### config.mk
export PLATFORM = sky130hd
export DESIGN_NAME = mux8_rr_arbiter_flat
export DESIGN_NICKNAME = d
export VERILOG_FILES = /design/src/rtl/mux_arb_pkg.sv /design/src/rtl/mux8_rr_arbiter_if.sv /design/src/rtl/mux_8NtoN.sv /design/src/rtl/rr_pick8.sv /design/src/rtl/mux8_rr_arbiter.sv /design/src/flat_wrapper.sv
export SDC_FILE = /design/constraint.sdc
export NUM_CORES = 1
export LEC_CHECK = 0
export ABC_AREA = 1
export CORE_AREA = 2 2 122 124
export CTS_CLUSTER_SIZE = 28
export DETAILED_ROUTE_END_ITERATION = 8
export DIE_AREA = 0 0 124 126
export MAX_ROUTING_LAYER = met4
export PLACE_DENSITY_LB_ADDON = 0.25
export RECOVER_POWER = 100
export SLEW_MARGIN = 20
export SYNTH_ARGS = -nofsm -noshare
export SYNTH_HDL_FRONTEND = slang
export SYNTH_HIERARCHICAL = 1
export SYNTH_SLANG_ARGS = --single-unit
### constraint.sdc
create_clock -name clk -period 6.1 [get_ports clk]
set_input_delay 1.22 -clock clk [delete_from_list [all_inputs] [get_ports clk]]
set_output_delay 1.22 -clock clk [all_outputs]
set_load 0.02 [all_outputs]
### src/rtl/mux_arb_pkg.sv
// rtl/mux_arb_pkg.sv - shared constants, state type and index helper for the 8-way round-robin arbiter
package mux_arb_pkg;

    localparam int NUM_REQ     = 8;
    localparam int SEL_W       = 3;
    localparam int BURST_CNT_W = 4;

    typedef enum logic {
        EMPTY = 1'b0,
        FULL  = 1'b1
    } state_t;

    function automatic logic [SEL_W-1:0] next_idx(input logic [SEL_W-1:0] idx);
        return idx + SEL_W'(1);
    endfunction

endpackage

### src/rtl/mux8_rr_arbiter_if.sv
// rtl/mux8_rr_arbiter_if.sv - requester/consumer bundle seen by the shared 8:1 mux arbiter
interface mux8_rr_arbiter_if #(
    parameter int N = 32
);
    import mux_arb_pkg::*;

    logic [NUM_REQ-1:0] req;
    logic [N-1:0]       I0, I1, I2, I3, I4, I5, I6, I7;
    logic [NUM_REQ-1:0] ack;
    logic [N-1:0]       O;
    logic               out_valid;
    logic               out_ready;
    logic [SEL_W-1:0]   sel;
    logic               enable;

    modport master (
        output req, I0, I1, I2, I3, I4, I5, I6, I7, out_ready,
        input  ack, O, out_valid, sel, enable
    );

    modport slave (
        input  req, I0, I1, I2, I3, I4, I5, I6, I7, out_ready,
        output ack, O, out_valid, sel, enable
    );

endinterface

### src/rtl/mux_8NtoN.sv
// rtl/mux_8NtoN.sv - 8:1 N-bit data mux with enable; output is zero when disabled
module mux_8NtoN #(
    parameter int N = 32
) (
    input  logic [N-1:0] I0,
    input  logic [N-1:0] I1,
    input  logic [N-1:0] I2,
    input  logic [N-1:0] I3,
    input  logic [N-1:0] I4,
    input  logic [N-1:0] I5,
    input  logic [N-1:0] I6,
    input  logic [N-1:0] I7,
    input  logic [2:0]   S,
    input  logic         enable,
    output logic [N-1:0] O
);

    always_comb begin
        O = '0;
        if (enable) begin
            case (S)
                3'd0:    O = I0;
                3'd1:    O = I1;
                3'd2:    O = I2;
                3'd3:    O = I3;
                3'd4:    O = I4;
                3'd5:    O = I5;
                3'd6:    O = I6;
                default: O = I7;
            endcase
        end
    end

endmodule

### src/rtl/rr_pick8.sv
// rtl/rr_pick8.sv - first active request found scanning upward from start, modulo 8
module rr_pick8
    import mux_arb_pkg::*;
(
    input  logic [NUM_REQ-1:0] req,
    input  logic [SEL_W-1:0]   start,
    output logic               any,
    output logic [SEL_W-1:0]   winner,
    output logic [NUM_REQ-1:0] onehot
);

    always_comb begin
        logic [SEL_W-1:0] idx;
        idx    = '0;
        winner = '0;
        any    = |req;
        // Scan from the far end back toward start so the nearest hit is written last.
        for (int k = NUM_REQ - 1; k >= 0; k--) begin
            idx = start + SEL_W'(k);
            if (req[idx]) begin
                winner = idx;
            end
        end
        onehot = any ? (NUM_REQ'(1) << winner) : '0;
    end

endmodule

### src/rtl/mux8_rr_arbiter.sv
// rtl/mux8_rr_arbiter.sv - round-robin arbiter with bounded burst hold feeding one registered valid/ready stage
module mux8_rr_arbiter
    import mux_arb_pkg::*;
#(
    parameter int N         = 32,
    parameter int MAX_BURST = 4
) (
    input  logic             clk,
    input  logic             rst,
    mux8_rr_arbiter_if.slave bus
);

    localparam logic [BURST_CNT_W-1:0] CNT_MAX = BURST_CNT_W'(MAX_BURST - 1);

    state_t                   state;
    state_t                   state_nx;
    logic [SEL_W-1:0]         last;
    logic [SEL_W-1:0]         start;
    logic [SEL_W-1:0]         winner;
    logic [SEL_W-1:0]         sel_q;
    logic [BURST_CNT_W-1:0]   burst_cnt;
    logic [NUM_REQ-1:0]       onehot;
    logic [N-1:0]             mux_o;
    logic [N-1:0]             o_q;
    logic                     any;
    logic                     hold;
    logic                     load;
    logic                     pop;
    logic                     out_valid_c;
    logic [NUM_REQ-1:0]       ack_c;

    // The previous winner keeps priority only while it still requests and has burst budget left.
    assign hold  = bus.req[last] && (burst_cnt < CNT_MAX);
    assign start = hold ? last : next_idx(last);

    rr_pick8 u_pick (
        .req    (bus.req),
        .start  (start),
        .any    (any),
        .winner (winner),
        .onehot (onehot)
    );

    assign pop  = (state == FULL) && bus.out_ready;
    assign load = any && ((state == EMPTY) || bus.out_ready);

    mux_8NtoN #(.N(N)) u_mux (
        .I0     (bus.I0),
        .I1     (bus.I1),
        .I2     (bus.I2),
        .I3     (bus.I3),
        .I4     (bus.I4),
        .I5     (bus.I5),
        .I6     (bus.I6),
        .I7     (bus.I7),
        .S      (winner),
        .enable (load),
        .O      (mux_o)
    );

    always_ff @(posedge clk or posedge rst) begin
        if (rst) begin
            state <= EMPTY;
        end else begin
            state <= state_nx;
        end
    end

    always_comb begin
        state_nx = state;
        if (load) begin
            state_nx = FULL;
        end else if (pop) begin
            state_nx = EMPTY;
        end
    end

    always_comb begin
        out_valid_c = (state == FULL);
        ack_c       = '0;
        if (load && !rst) begin
            ack_c = onehot;
        end
    end

    always_ff @(posedge clk or posedge rst) begin
        if (rst) begin
            o_q       <= '0;
            sel_q     <= '0;
            last      <= SEL_W'(NUM_REQ - 1);
            burst_cnt <= CNT_MAX;
        end else if (load) begin
            o_q   <= mux_o;
            sel_q <= winner;
            last  <= winner;
            if (winner == last) begin
                burst_cnt <= (burst_cnt == CNT_MAX) ? CNT_MAX : burst_cnt + 1'b1;
            end else begin
                burst_cnt <= '0;
            end
        end else if (pop) begin
            // O is kept at zero whenever no word is presented.
            o_q <= '0;
        end
    end

    assign bus.O         = o_q;
    assign bus.sel       = sel_q;
    assign bus.out_valid = out_valid_c;
    assign bus.enable    = out_valid_c;
    assign bus.ack       = ack_c;

endmodule

### src/flat_wrapper.sv
// flat-port wrapper written by rule: the top's interface ports become plain ports
module mux8_rr_arbiter_flat import mux_arb_pkg::*;
#(
    parameter int N         = 32,
    parameter int MAX_BURST = 4
)
  (clk, rst, bus_req, bus_I0, bus_I1, bus_I2, bus_I3, bus_I4, bus_I5, bus_I6, bus_I7, bus_out_ready, bus_ack, bus_O, bus_out_valid, bus_sel, bus_enable);
  mux8_rr_arbiter_if #(.N(N)) bus_i ();
  input  logic clk;
  input  logic rst;
  input wire logic [$bits(bus_i.req)-1:0] bus_req;
  input wire logic [$bits(bus_i.I0)-1:0] bus_I0;
  input wire logic [$bits(bus_i.I1)-1:0] bus_I1;
  input wire logic [$bits(bus_i.I2)-1:0] bus_I2;
  input wire logic [$bits(bus_i.I3)-1:0] bus_I3;
  input wire logic [$bits(bus_i.I4)-1:0] bus_I4;
  input wire logic [$bits(bus_i.I5)-1:0] bus_I5;
  input wire logic [$bits(bus_i.I6)-1:0] bus_I6;
  input wire logic [$bits(bus_i.I7)-1:0] bus_I7;
  input wire logic [$bits(bus_i.out_ready)-1:0] bus_out_ready;
  output wire logic [$bits(bus_i.ack)-1:0] bus_ack;
  output wire logic [$bits(bus_i.O)-1:0] bus_O;
  output wire logic [$bits(bus_i.out_valid)-1:0] bus_out_valid;
  output wire logic [$bits(bus_i.sel)-1:0] bus_sel;
  output wire logic [$bits(bus_i.enable)-1:0] bus_enable;
  assign bus_i.req = bus_req;
  assign bus_i.I0 = bus_I0;
  assign bus_i.I1 = bus_I1;
  assign bus_i.I2 = bus_I2;
  assign bus_i.I3 = bus_I3;
  assign bus_i.I4 = bus_I4;
  assign bus_i.I5 = bus_I5;
  assign bus_i.I6 = bus_I6;
  assign bus_i.I7 = bus_I7;
  assign bus_i.out_ready = bus_out_ready;
  assign bus_ack = bus_i.ack;
  assign bus_O = bus_i.O;
  assign bus_out_valid = bus_i.out_valid;
  assign bus_sel = bus_i.sel;
  assign bus_enable = bus_i.enable;
  mux8_rr_arbiter #(.N(N), .MAX_BURST(MAX_BURST)) u_core (.clk(clk), .rst(rst), .bus(bus_i));
endmodule
# Word level (Yosys, flattened, before mapping)
# Index checks and enable logic that the tools add are counted.
dict set report classes {
  n_addsub 9
  mul 0
  n_div 0
  n_lt_le_gt_ge 10
  eq_ne 8
  n_shift 1
  muxes 36
  bitwise_logic 1
  reduce_logical 9
}
# op count
set ops {}
lappend ops {{$pmux W32 S7} 1}
lappend ops {{$mux W32} 2}
lappend ops {{$lt A3 B4 Y1 const B} 9}
lappend ops {{$bmux W1 S3} 9}
lappend ops {{$mux W3} 9}
lappend ops {{$mux W8} 2}
lappend ops {{$add A3 B3 Y3 const B} 4}
lappend ops {{$mux W1} 11}
lappend ops {{$eq A3 B3 Y1 const B} 3}
lappend ops {{$mux W4} 2}
lappend ops {{$reduce_or A8 Y1} 1}
lappend ops {{$shl A1 B3 Y8 const A} 1}
lappend ops {{$add A3 B1 Y3 const B} 2}
lappend ops {{$add A3 B2 Y3 const B} 2}
lappend ops {{$eq A3 B2 Y1 const B} 2}
lappend ops {{$add A4 B1 Y4 const B} 1}
lappend ops {{$eq A4 B2 Y1 const B} 1}
lappend ops {{$logic_and A1 B1 Y1} 4}
lappend ops {{$lt A4 B2 Y1 const B} 1}
lappend ops {{$eq A3 B1 Y1 const B} 1}
lappend ops {{$eq A3 B3 Y1} 1}
lappend ops {{$logic_not A3 Y1} 1}
lappend ops {{$reduce_bool A2 Y1} 1}
lappend ops {{$logic_not A1 Y1} 1}
lappend ops {{2 further kinds} 2}
dict set report word_totals {
  ff_bits 43
  latchBits 0
  ramBits 0
  romBits 0
  input_bits 267
  out_inout_bits 45
  wordCells 79
  n_memories 0
}

# Logic depth before layout (Yosys ltp)
dict set report depth {
  word_depth 18
  mapped_depth 35
  ltp_nobuf 31
}

# Hierarchy
# Netlist, hierarchy kept.
# module n_inst cells_each area_each_um2 seq_area_each_um2
set modules_own_cells {}
lappend modules_own_cells {mux_8NtoN 1 549 2668.8 0.0}
lappend modules_own_cells {mux8_rr_arbiter 1 249 2039.5 1082.3}
lappend modules_own_cells {rr_pick8 1 147 694.4 0.0}

# Worst setup path before layout
# No wires, ideal clock.
dict set report synth_timing {
  path_type {input-to-output}
  startpoint {in bus_req[3]}
  endpoint {out bus_ack[6]}
  t_arrival_ps 3667
  required_ps 4880
  slack_ps 1213
  path_stages 24
  n_path_buf 0
  path_cell_list {inv_1 -> nand2_1 -> nand3_1 -> nand3_2 -> nand3_2 -> nand2_1 -> nand2_1 -> inv_2 -> ha_1 -> inv_1 -> nand3_1 -> nand3_1 -> nand2_1 -> a21oi_1 -> nand2_1 -> nand2_1 -> nand2_1 -> nand2_2 -> nand2_1 -> nand2_2 -> nand2_1 -> nor2_1 -> inv_1 -> nor2_1}
}
dict set report synth_between {
  elab_chain_len 18
}
# item line
set synth_lines {}
lappend synth_lines {{from (decl)} flat_wrapper.sv:11} ;# input wire logic [$bits(bus_i.req)-1:0] bus_req;
lappend synth_lines {{$bmux W1 S3 *} mux8_rr_arbiter.sv:33} ;# assign hold = bus.req[last] && (burst_cnt < CNT_MAX);
lappend synth_lines {{$mux W1 (implied by the code) *} mux8_rr_arbiter.sv:33}
lappend synth_lines {{$logic_and A1 B1 Y1 *} mux8_rr_arbiter.sv:33}
lappend synth_lines {{$mux W3 *} mux8_rr_arbiter.sv:34} ;# assign start = hold ? last : next_idx(last);
lappend synth_lines {{named net u_core.start[1]} mux8_rr_arbiter.sv:18} ;# logic [SEL_W-1:0] start;
lappend synth_lines {{$add A3 B3 Y3} rr_pick8.sv:19} ;# idx = start + SEL_W'(k);
lappend synth_lines {{$bmux W1 S3} rr_pick8.sv:20} ;# if (req[idx]) begin
lappend synth_lines {{$mux W1 (implied by the code)} rr_pick8.sv:20}
lappend synth_lines {{$mux W3 (7 in series)} rr_pick8.sv:20}
lappend synth_lines {{$mux W3 *} rr_pick8.sv:20}
lappend synth_lines {{named net u_core.winner[1]} mux8_rr_arbiter.sv:19} ;# logic [SEL_W-1:0] winner;
lappend synth_lines {{$shl A1 B3 Y8 *} rr_pick8.sv:24} ;# onehot = any ? (NUM_REQ'(1) << winner) : '0;
lappend synth_lines {{$mux W8 *} rr_pick8.sv:24}
lappend synth_lines {{named net u_core.onehot[6]} mux8_rr_arbiter.sv:22} ;# logic [NUM_REQ-1:0] onehot;
lappend synth_lines {{$mux W8 *} mux8_rr_arbiter.sv:81} ;# if (load && !rst) begin
lappend synth_lines {{to (decl)} flat_wrapper.sv:21} ;# output wire logic [$bits(bus_i.ack)-1:0] bus_ack;
# The timed path passes the listed nets; every way through them passes the cells marked *. The select of a mux whose other input is x is not followed.

# Worst setup path in the final report
dict set report layout_timing {
  startpoint {in bus_req[5]}
  endpoint {out bus_ack[1]}
}
dict set report layout_between {
  elab_chain_len 18
}
# item line
set layout_lines {}
lappend layout_lines {{$bmux W1 S3 *} mux8_rr_arbiter.sv:33}
lappend layout_lines {{$mux W1 (implied by the code) *} mux8_rr_arbiter.sv:33}
lappend layout_lines {{$logic_and A1 B1 Y1 *} mux8_rr_arbiter.sv:33}
lappend layout_lines {{$mux W3 *} mux8_rr_arbiter.sv:34}
lappend layout_lines {{named net u_core.start[0]} mux8_rr_arbiter.sv:18}
lappend layout_lines {{$add A3 B3 Y3} rr_pick8.sv:19}
lappend layout_lines {{$bmux W1 S3} rr_pick8.sv:20}
lappend layout_lines {{$mux W1 (implied by the code)} rr_pick8.sv:20}
lappend layout_lines {{$mux W3 (7 in series)} rr_pick8.sv:20}
lappend layout_lines {{$mux W3 *} rr_pick8.sv:20}
lappend layout_lines {{$shl A1 B3 Y8 *} rr_pick8.sv:24}
lappend layout_lines {{$mux W8 *} rr_pick8.sv:24}
lappend layout_lines {{named net u_core.onehot[1]} mux8_rr_arbiter.sv:22}
lappend layout_lines {{$mux W8 *} mux8_rr_arbiter.sv:81}
# Marked as above.

==> reports/metrics.cfg <==
[route]
routed-wl-met3_mm = 1.969
antenna_left = 0
topRoutingLayerUsed = met4
dr_wl_met2_mm = 11.63
post_drt_wl_per_cell_um = 17.67
routed_wl_mm = 24.64
dr.pass1.iters = 5
drt_iter0_drc = 681
num_vias = 7484
wl_met1_mm = 10.02
vias_per_cell = 5.365
drc_errors = 0

[die]
fp-row-count = 44
die_w_um = 124
core_mm2 = 0.01431
die_h_um = 126
dieArea_mm2 = 0.01562
ios = 312
initial_utilization_pct = 37.74

[synth]
synth_cell_types = 30
ys_seq_elements = 43
yosys.area.top_type = nand2_1
synthMostInstantiatedCell = nand2_1
yosysSeqAreaShare_pct = 20.03
synthTopCellsByArea = nand2_1, dfrtp_1, nand3_1, nand4_1, nor2_1
ys_warn_count = 6
synth_common_cells = nand2_1, nand3_1, nor2_1
syn_area_per_cell_um2 = 5.717
syn_nets = 1216
synthFlopType = dfrtp_1
syn-cell-area_mm2 = 0.005403
synthArstFlopShare_pct = 100.0
synth_top_cell_area_share_pct = 18.06
synth_edf_count = 0
syn_inst = 945

[cts]
cts_resized = 0
numCtsBuffers = 5
clock-root-buffer = clkbuf_16
clock_latency_ns = 0.29
cts.reportedPaths.clkPinSlew_ns = 0.06
cts_tree = built
clock_path_buffers = 2
ctsHtreeMaxLevel = 2
cts_setup_buffers = 0
hold_buffers = 0
clock_sinks = 43

[grt]
grt.overflow.total = 0
grt_pass1_vias = 6963
grt_max_degree = 73
grt_use_total_pct = 32.06
antenna_found_initial = 1
grt_pass1_wl_mm = 37.32

[final_layout]
drive_above_1_share_pct = 4.959
area.growth.synth_to_final_pct = 57.67
final_nets = 1480
fin_util_pct = 59.51
fillers = 1501

[sta]
slew_headroom_pct = -69.87
skew_ns = 0.005971
period_needed_ns = 5.587
worst_pin_slew_ns = 2.548
drv_slew = 85
final.setup.tns_ns = 0
setup_viol = 0
fmax_ghz = 0.1790
post-route-period-util_pct = 91.60
whs_ns = 0.4836
rsz0062_at_grt = false
hold_viol = 0

[setup_path]
endpoint_kind = primary output
cp.required_ns = 4.88
critPathKind = input pin to primary output
cp_top_family = simple AND/OR/NAND/NOR gates
crit_arrival_ns = 4.37
cpMostUsedCell = nand2_1
critPathMaxFanout = 7
max_stage_delay_ns = 0.61
cp_num_buf_inv = 5
critPathLaunchType = input pin
critPathSlowestCell = dlygate4sd3_1

[hold_path]
hp-class = flop to flop

[run]
max_cap_viol_count = 2

[outcome]
violations = capacitance limit, slew limit
outcome = finished, violations left

[placement]
place.gp.congestion = 0.9717
dpl.hpwl_mm = 18.30
io_buffers = 311

cell usage in the layout (no fill, tap or decap), types with 3 or more instances in the layout:
| master | synthesis | final |
|---|---|---|
| nand4_1 | 99 | 99 |
| xor2_1 | 3 | 3 |
| clkdlybuf4s50_1 | 0 | 264 |
| dfstp_2 | 5 | 5 |
| nand3_1 | 131 | 131 |
| inv_2 | 8 | 7 |
| o21ai_1 | 5 | 3 |
| nand2_1 | 260 | 261 |
| dfrtp_1 | 38 | 38 |
| nand3_2 | 7 | 7 |
| inv_1 | 65 | 63 |
| o21ai_0 | 66 | 68 |
| xnor2_1 | 4 | 4 |
| a21oi_1 | 39 | 39 |
| nor2_1 | 116 | 117 |
| clkbuf_16 | 0 | 5 |
| ha_1 | 4 | 4 |
| clkbuf_1 | 7 | 13 |
| dlygate4sd3_1 | 0 | 39 |
| buf_4 | 22 | 17 |
| nand2_2 | 10 | 9 |
worst paths after layout:
path	end	slack, ns	cells past startpoint	startpoint
hold reg to reg	u_core/burst_cnt[1]	0.48	2	u_core/burst_cnt[1]
min in group asynchronous	u_core/bus.sel[0]	2.35	3	rst
setup reg to reg	u_core/bus.O[9]	1.44	33	u_core/last[0]
max in group asynchronous	u_core/bus.enable	2.29	3	rst
hold / removal	u_core/burst_cnt[1]	0.48	2	u_core/burst_cnt[1]
setup / recovery	bus_ack[1]	0.51	26	bus_req[5]
registers in the layout, indices dropped and copies added (netlist names):
register and flops:
u_core/burst_cnt 4, u_core/bus.enable 1, u_core/bus.sel 3, u_core/last 3
u_core/bus.O 32
area by class of cell:
| type | instances | area [um2] | area share [%] |
|---|---|---|---|
| antenna | 1 | 2.502 | 0.02938 |
| clock buffer | 8 | 136.4 | 1.601 |
| inverter | 76 | 295.3 | 3.467 |
| multi-input combinational | 751 | 3548 | 41.66 |
| sequential | 43 | 1082 | 12.71 |
| tap | 184 | 230.2 | 2.703 |
| timing repair buffer | 332 | 3223 | 37.84 |
routing by layer:
| metal | GRT usage, % | vias up |
|---|---|---|
| met5 | - | - |
| met4 | 12.69 | 0 |
| met3 | 6.612 | 58 |
| met2 | 50.81 | 340 |
| met1 | 39.73 | 3406 |
| li1 | - | 3680 |
cell families after synthesis:
| logic type | after synthesis | share of synthesized area (%) |
|---|---|---|
| simple gates | 627 | 52.99 |
| buf+inv | 151 | 14.10 |
| compound gates | 112 | 10.51 |
| flops | 43 | 20.03 |
| xor+xnor | 8 | 1.436 |
| fa+ha+maj | 4 | 0.9264 |
worst reg2reg max path, delay by kind of cell, from the launching register on:
family,cells,cell delay (ns)
AO/OA/AOI/OAI,1,0.11
AND/OR/NAND/NOR,24,2.02
flip-flops,1,0.65
buffers and inverters,7,1.45
adder cells (fa/ha/maj),1,0.31
stage by stage:
stage	worst slack (ns)	cell area, um2	std cells
detailed placement	0.2307	8449	1386
CTS	0.2058	8586	1394
finish	0.5127	8518	1395
floorplan	1.213	5403	945
global route	0.1086	8518	1395
global placement	0.2508	8449	1386
Power is not shown: default switching activity piles up to over one toggle a cycle in this logic, so the estimate is an artifact.
